--- config.mk ---
export PLATFORM = sky130hd
export DESIGN_NAME = instr_fetch
export DESIGN_NICKNAME = d
export VERILOG_FILES = /design/src/rtl/fetch_pkg.sv /design/src/rtl/pc_next_sel.sv /design/src/rtl/instr_fetch.sv
export SDC_FILE = /design/constraint.sdc
export NUM_CORES = 1
export LEC_CHECK = 0
export ABC_CLOCK_PERIOD_IN_PS = 2600
export BUFFER_PORTS_ARGS = -buffer_cell sky130_fd_sc_hd__buf_2
export CAP_MARGIN = 20
export CORE_UTILIZATION = 48
export DETAILED_ROUTE_END_ITERATION = 10
export PLACE_DENSITY = 0.91
export SLEW_MARGIN = 20
export SYNTH_ARGS = -nofsm -noshare
export SYNTH_HDL_FRONTEND = slang
export SYNTH_HIERARCHICAL = 1
export SYNTH_SLANG_ARGS = --single-unit
--- constraint.sdc ---
create_clock -name clk -period 2.6 [get_ports clk]
set_input_delay 0 -clock clk [delete_from_list [all_inputs] [get_ports clk]]
set_output_delay 0 -clock clk [all_outputs]
set_load 0.1 [all_outputs]
--- src/rtl/fetch_pkg.sv ---
// Shared encodings for the instruction-fetch stage: next-PC select codes,
// fetch FSM states and the word substituted for a timed-out fetch.
package fetch_pkg;

  typedef enum logic [1:0] {
    PC_SEQ = 2'b00,
    PC_BR  = 2'b01,
    PC_JMP = 2'b10,
    PC_JR  = 2'b11
  } pc_sel_e;

  typedef enum logic [1:0] {
    ST_IDLE = 2'b00,
    ST_REQ  = 2'b01,
    ST_DONE = 2'b10,
    ST_ERR  = 2'b11
  } fetch_state_e;

  localparam logic [31:0] NOP_WORD = 32'h0000_0000;

endpackage

--- src/rtl/pc_next_sel.sv ---
// Combinational next-PC mux: sequential +4, branch target, J-type jump
// built from the current IR and PC region, or register jump.
module pc_next_sel
  import fetch_pkg::*;
(
  input  logic [31:0] pc,
  input  logic [31:0] ir,
  input  logic [1:0]  sel,
  input  logic [31:0] br_target,
  input  logic [31:0] jr_addr,
  output logic [31:0] pc_next
);

  always_comb begin
    pc_next = pc + 32'd4;
    case (pc_sel_e'(sel))
      PC_SEQ:  pc_next = pc + 32'd4;
      PC_BR:   pc_next = br_target;
      PC_JMP:  pc_next = {pc[31:28], ir[25:0], 2'b00};
      PC_JR:   pc_next = jr_addr;
      default: pc_next = pc + 32'd4;
    endcase
  end

endmodule

--- src/rtl/instr_fetch.sv ---
// Instruction-fetch stage: PC register, memory request handshake with
// timeout, instruction register and the IR field decode for Control.
//
// state   | meaning
// --------+-----------------------------------------------------------
// ST_IDLE | waiting for IR_W; MEM_ADDR holds the last fetch address
// ST_REQ  | MEM_REQ high, waiting for MEM_VALID or the wait budget
// ST_DONE | IR holds the fetched word, IR_VALID pulse
// ST_ERR  | fetch timed out, IR holds NOP, FETCH_ERR pulse
module instr_fetch
  import fetch_pkg::*;
#(
  parameter logic [31:0] RESET_PC = 32'h0000_0000,
  parameter int          MAX_WAIT = 15
) (
  input  logic        clk,
  input  logic        reset,
  input  logic        PC_LD,
  input  logic [1:0]  SEL_PC,
  input  logic        IR_W,
  input  logic [31:0] BR_TARGET,
  input  logic [31:0] JR_ADDR,
  input  logic [31:0] MEM_RDATA,
  input  logic        MEM_VALID,
  output logic        MEM_REQ,
  output logic [31:0] MEM_ADDR,
  output logic [31:0] PC,
  output logic [31:0] IR,
  output logic [5:0]  OPCODE,
  output logic [4:0]  RS,
  output logic [4:0]  RT,
  output logic [4:0]  RD,
  output logic [5:0]  FUNCT,
  output logic [15:0] IMM,
  output logic        FETCH_BUSY,
  output logic        IR_VALID,
  output logic        FETCH_ERR
);

  // Wait timer counts down from MAX_WAIT-1; terminal count is zero.
  localparam logic [7:0] WAIT_LOAD = 8'(MAX_WAIT - 1);

  fetch_state_e state, state_nxt;
  logic [7:0]   wait_cnt, wait_cnt_nxt;
  logic [31:0]  pc_q, pc_next;
  logic [31:0]  ir_q, ir_nxt;
  logic [31:0]  addr_q, addr_nxt;

  pc_next_sel u_pc_next_sel (
    .pc        (pc_q),
    .ir        (ir_q),
    .sel       (SEL_PC),
    .br_target (BR_TARGET),
    .jr_addr   (JR_ADDR),
    .pc_next   (pc_next)
  );

  always_ff @(posedge clk) begin
    if (!reset) begin
      state    <= ST_IDLE;
      wait_cnt <= 8'd0;
      pc_q     <= RESET_PC;
      ir_q     <= NOP_WORD;
      addr_q   <= RESET_PC;
    end else begin
      state    <= state_nxt;
      wait_cnt <= wait_cnt_nxt;
      ir_q     <= ir_nxt;
      addr_q   <= addr_nxt;
      if (PC_LD) pc_q <= pc_next;
    end
  end

  always_comb begin
    state_nxt    = state;
    wait_cnt_nxt = wait_cnt;
    ir_nxt       = ir_q;
    addr_nxt     = addr_q;
    case (state)
      ST_IDLE: begin
        if (IR_W) begin
          addr_nxt     = pc_q;
          wait_cnt_nxt = WAIT_LOAD;
          state_nxt    = ST_REQ;
        end
      end
      ST_REQ: begin
        if (MEM_VALID) begin
          ir_nxt    = MEM_RDATA;
          state_nxt = ST_DONE;
        end else if (wait_cnt == 8'd0) begin
          ir_nxt    = NOP_WORD;
          state_nxt = ST_ERR;
        end else begin
          wait_cnt_nxt = wait_cnt - 8'd1;
        end
      end
      ST_DONE: state_nxt = ST_IDLE;
      ST_ERR:  state_nxt = ST_IDLE;
      default: state_nxt = ST_IDLE;
    endcase
  end

  assign MEM_REQ    = (state == ST_REQ);
  assign FETCH_BUSY = (state == ST_REQ);
  assign IR_VALID   = (state == ST_DONE);
  assign FETCH_ERR  = (state == ST_ERR);
  assign MEM_ADDR   = addr_q;
  assign PC         = pc_q;
  assign IR         = ir_q;
  assign OPCODE     = ir_q[31:26];
  assign RS         = ir_q[25:21];
  assign RT         = ir_q[20:16];
  assign RD         = ir_q[15:11];
  assign FUNCT      = ir_q[5:0];
  assign IMM        = ir_q[15:0];

endmodule

==> metrics.cfg <==
[floorplan]
io_pins=246
initial_core_util=0.500
row_count=38
die_width_um=109
core_um2=11000
die_y_um=109
dieArea_um2=11900

[power_and_ir_drop]
netSwitchingFraction=0.391
p_leak_nw=3.45
ir_drop_mv=0.406
p_clk_frac=0.302
pwr-share-seq=0.402
power_w=0.00449
internal-power_w=0.00273
power_per_cell_area_nw_per_um2=625
p_comb_frac=0.296
p_sw_w=0.00176

[sta]
slew_viol_final=0
hold_slack_ns=0.0255
maxSlewHeadroom=0.318
fin_worst_skew_ns=0.0110
fmax_mhz=419
worstMarginPinSlew_ns=1.02
hold_viol=0
setup_ws_ns=0.216
finalSetupViolCount=0
finalCriticalPeriod_ns=2.38
fin_crit_sh=0.917
rsz0062_at_grt=no

[yosys]
syn-num-nets=684
postSynthCellCount=579
syn_area_um2=5510
async_flop_share=0
synth_edf_count=0
synth.distinct_cells=55
synth-seq-cells=106
synth_seq_area_share=0.385
avgSynthCellArea_um2=9.52
synthFlopType=dfxtp_1
yosys_warnings=6

[drt]
drtIter0Drc=507
dr.pass1.iters=6
drtAntennaViolNets=0
drc=0
via_count=5218
route.met2.wl_um=8200
wl_um=16600
viasPerCell=5.52
top_layer=met4
wl_met1_um=6800
wl_per_cell_um=17.6
wl_met3_um=1040

[global_route]
grt_use_total=0.281
grt_antenna_before_repair=0
grt_pass1_vias=4971
grt-ovfl-total=0
grt_max_degree=37
grt_first_pass_wirelength_um=25500

[critical_path]
required_ns=2.81
worstSetupStartpointType=flop
cpPeakStageDelay_ns=0.46
crit_arrival_ns=2.59
r2r_cells=8
setup.worst_path.end_class=flop
cpMaxStageDelayCell=mux4_2
path_depth=8
critPathKind=flop to flop
cp_cell_sequence=ha_1 -> nand3_1 -> nor3_1 -> nand2_1 -> xnor2_1 -> mux4_2 -> mux2i_1 -> nor2_1
cp_max_fo=7
cp_top_family=simple AND/OR/NAND/NOR gates
crit_buf_inv=0

[cells_and_area]
mostFrequentLayoutCells=245 x buf_2, 86 x dfxtp_1, 80 x nand2_1, 50 x nor2_1, 41 x mux2i_1
fillers=880
diodes=0
fin_area_um2=7180
final_cells=946
drive_gt1_frac=0.418
nets=906
area_growth_syn_to_layout_pct=30.1
layout_commonest_cell=buf_2

[placement]
dp_cells=897
place_area_um2=6550
port_buffers=245
gp_congestion=0.972
hpwlAfterDp_um=11900
place_ws_ns=0.307

[clock_network]
cts_root_buffer=clkbuf_16
clk_latency_ns=0.35
cts_made_buffers=9
path_clk_slew_ns=0.08
htreeDepth=3
cts_tree=done
post_cts_resized=0
clk_path_buf_depth=2
numClockSinks=106

[run]
cap_violations=0

[worst_hold_path]
hold_class=input pin to flop
min_path_cells=4

[status]
status=finished, final reports clean

synthesized netlist by cell type, types with 2 or more instances:
master      n  area, um2
buf_1       4       15.0
nand3_1    15       75.1
buf_6       2       22.5
mux2i_1    41        410
nor4_4      3       63.8
and2_1      3       18.8
and3_1      4       25.0
o311a_1     2       20.0
ha_1        2       25.0
nand2b_1    4       25.0
a21boi_1    2       15.0
nand2_1    80        300
clkbuf_1   16       60.1
dfxtp_1   106       2120
a211oi_1    4       30.0
buf_2      14       70.1
inv_1       6       22.5
xor2_1     13        114
o31ai_1     2       15.0
nor2_1     51        191
mux4_2     24        541
a21oi_1    38        190
a22o_1     32        280
o22ai_1     2       12.5
nor4_1      6       37.5
nor3b_2     2       25.0
buf_4      44        330
xnor2_1    11       96.3
nor3_1      6       30.0
a21o_1      2       15.0
nand4_1     9       56.3
o21ai_0     3       15.0
or4_1       3       22.5
or2_2       2       12.5
registers in the layout (all words and copies together) (netlist names):
| name | flops |
|---|---|
| PC | 32 |
| IR | 32 |
| MEM_ADDR | 32 |
| state | 2 |
| wait_cnt | 8 |
cells by family (layout without fill, tap and decap cells):
logic type               Yosys count  after routing  share of synthesized area
flip-flops                       106            106                      0.385
AND/OR/NAND/NOR                  198            198                      0.178
multiplexers                      66             66                      0.174
adder cells (fa/ha/maj)            2              2                    0.00454
XOR/XNOR                          24             24                     0.0381
buffers and inverters             87            314                     0.0951
AO/OA/AOI/OAI                     96             96                      0.125
power by group through the flow:
stage	Clock, W	Sequential (W)	Combinational, W
final	0.00135	0.00180	0.00133
after global routing	0.00145	0.00182	0.00139
after CTS	0.00137	0.00180	0.00132
after detailed placement	0	0.00184	0.00128
after global placement	0	0.00184	0.00126
after floorplan	0	0.00227	0.000619
final timing paths:
path	startpoint	endpoint	slack [ns]
worst min register to register	MEM_ADDR[30]	MEM_ADDR[30]	0.45
worst max-delay path	PC[2]	PC[24]	0.22
worst max register to register	PC[2]	PC[24]	0.22
worst min-delay path	MEM_VALID	wait_cnt[0]	0.03
layout make-up:
cell class | count | area [um2] | area share
multi-input cells | 386 | 2880 | 0.401
clock inverters | 7 | 67.6 | 0.00942
clock buffers | 9 | 225 | 0.0314
flip-flops and latches | 106 | 2150 | 0.299
repair buffers | 291 | 1650 | 0.231
inverters | 7 | 26.3 | 0.00366
well taps | 140 | 175 | 0.0244
timing repair:
item	in CTS	in global routing
hold buffers	33	0
hold endpoints to repair	34	0
setup buffers	0	0
setup endpoints to repair	0	0
through the flow:
stage,setup TNS [ns],utilization
CTS,0,0.651
detailed placement,0,0.594
global route,0,0.651
global placement,0,0.594
finish,0,0.651
floorplan,-0.0414,-
worst register-to-register path, delay by kind of cell, from the launching register on:
kind	cells	cell delay (ns)
mux	2	0.60
simple gates	4	0.87
fa+ha+maj	1	0.21
flops	1	0.40
xor+xnor	1	0.17
layer usage:
layer,track usage,up-vias
met1,0.349,2467
met4,0.109,0
met5,0,-
met3,0.0478,48
met2,0.484,244
li1,-,2459
Power figures use the tool's default switching activity.
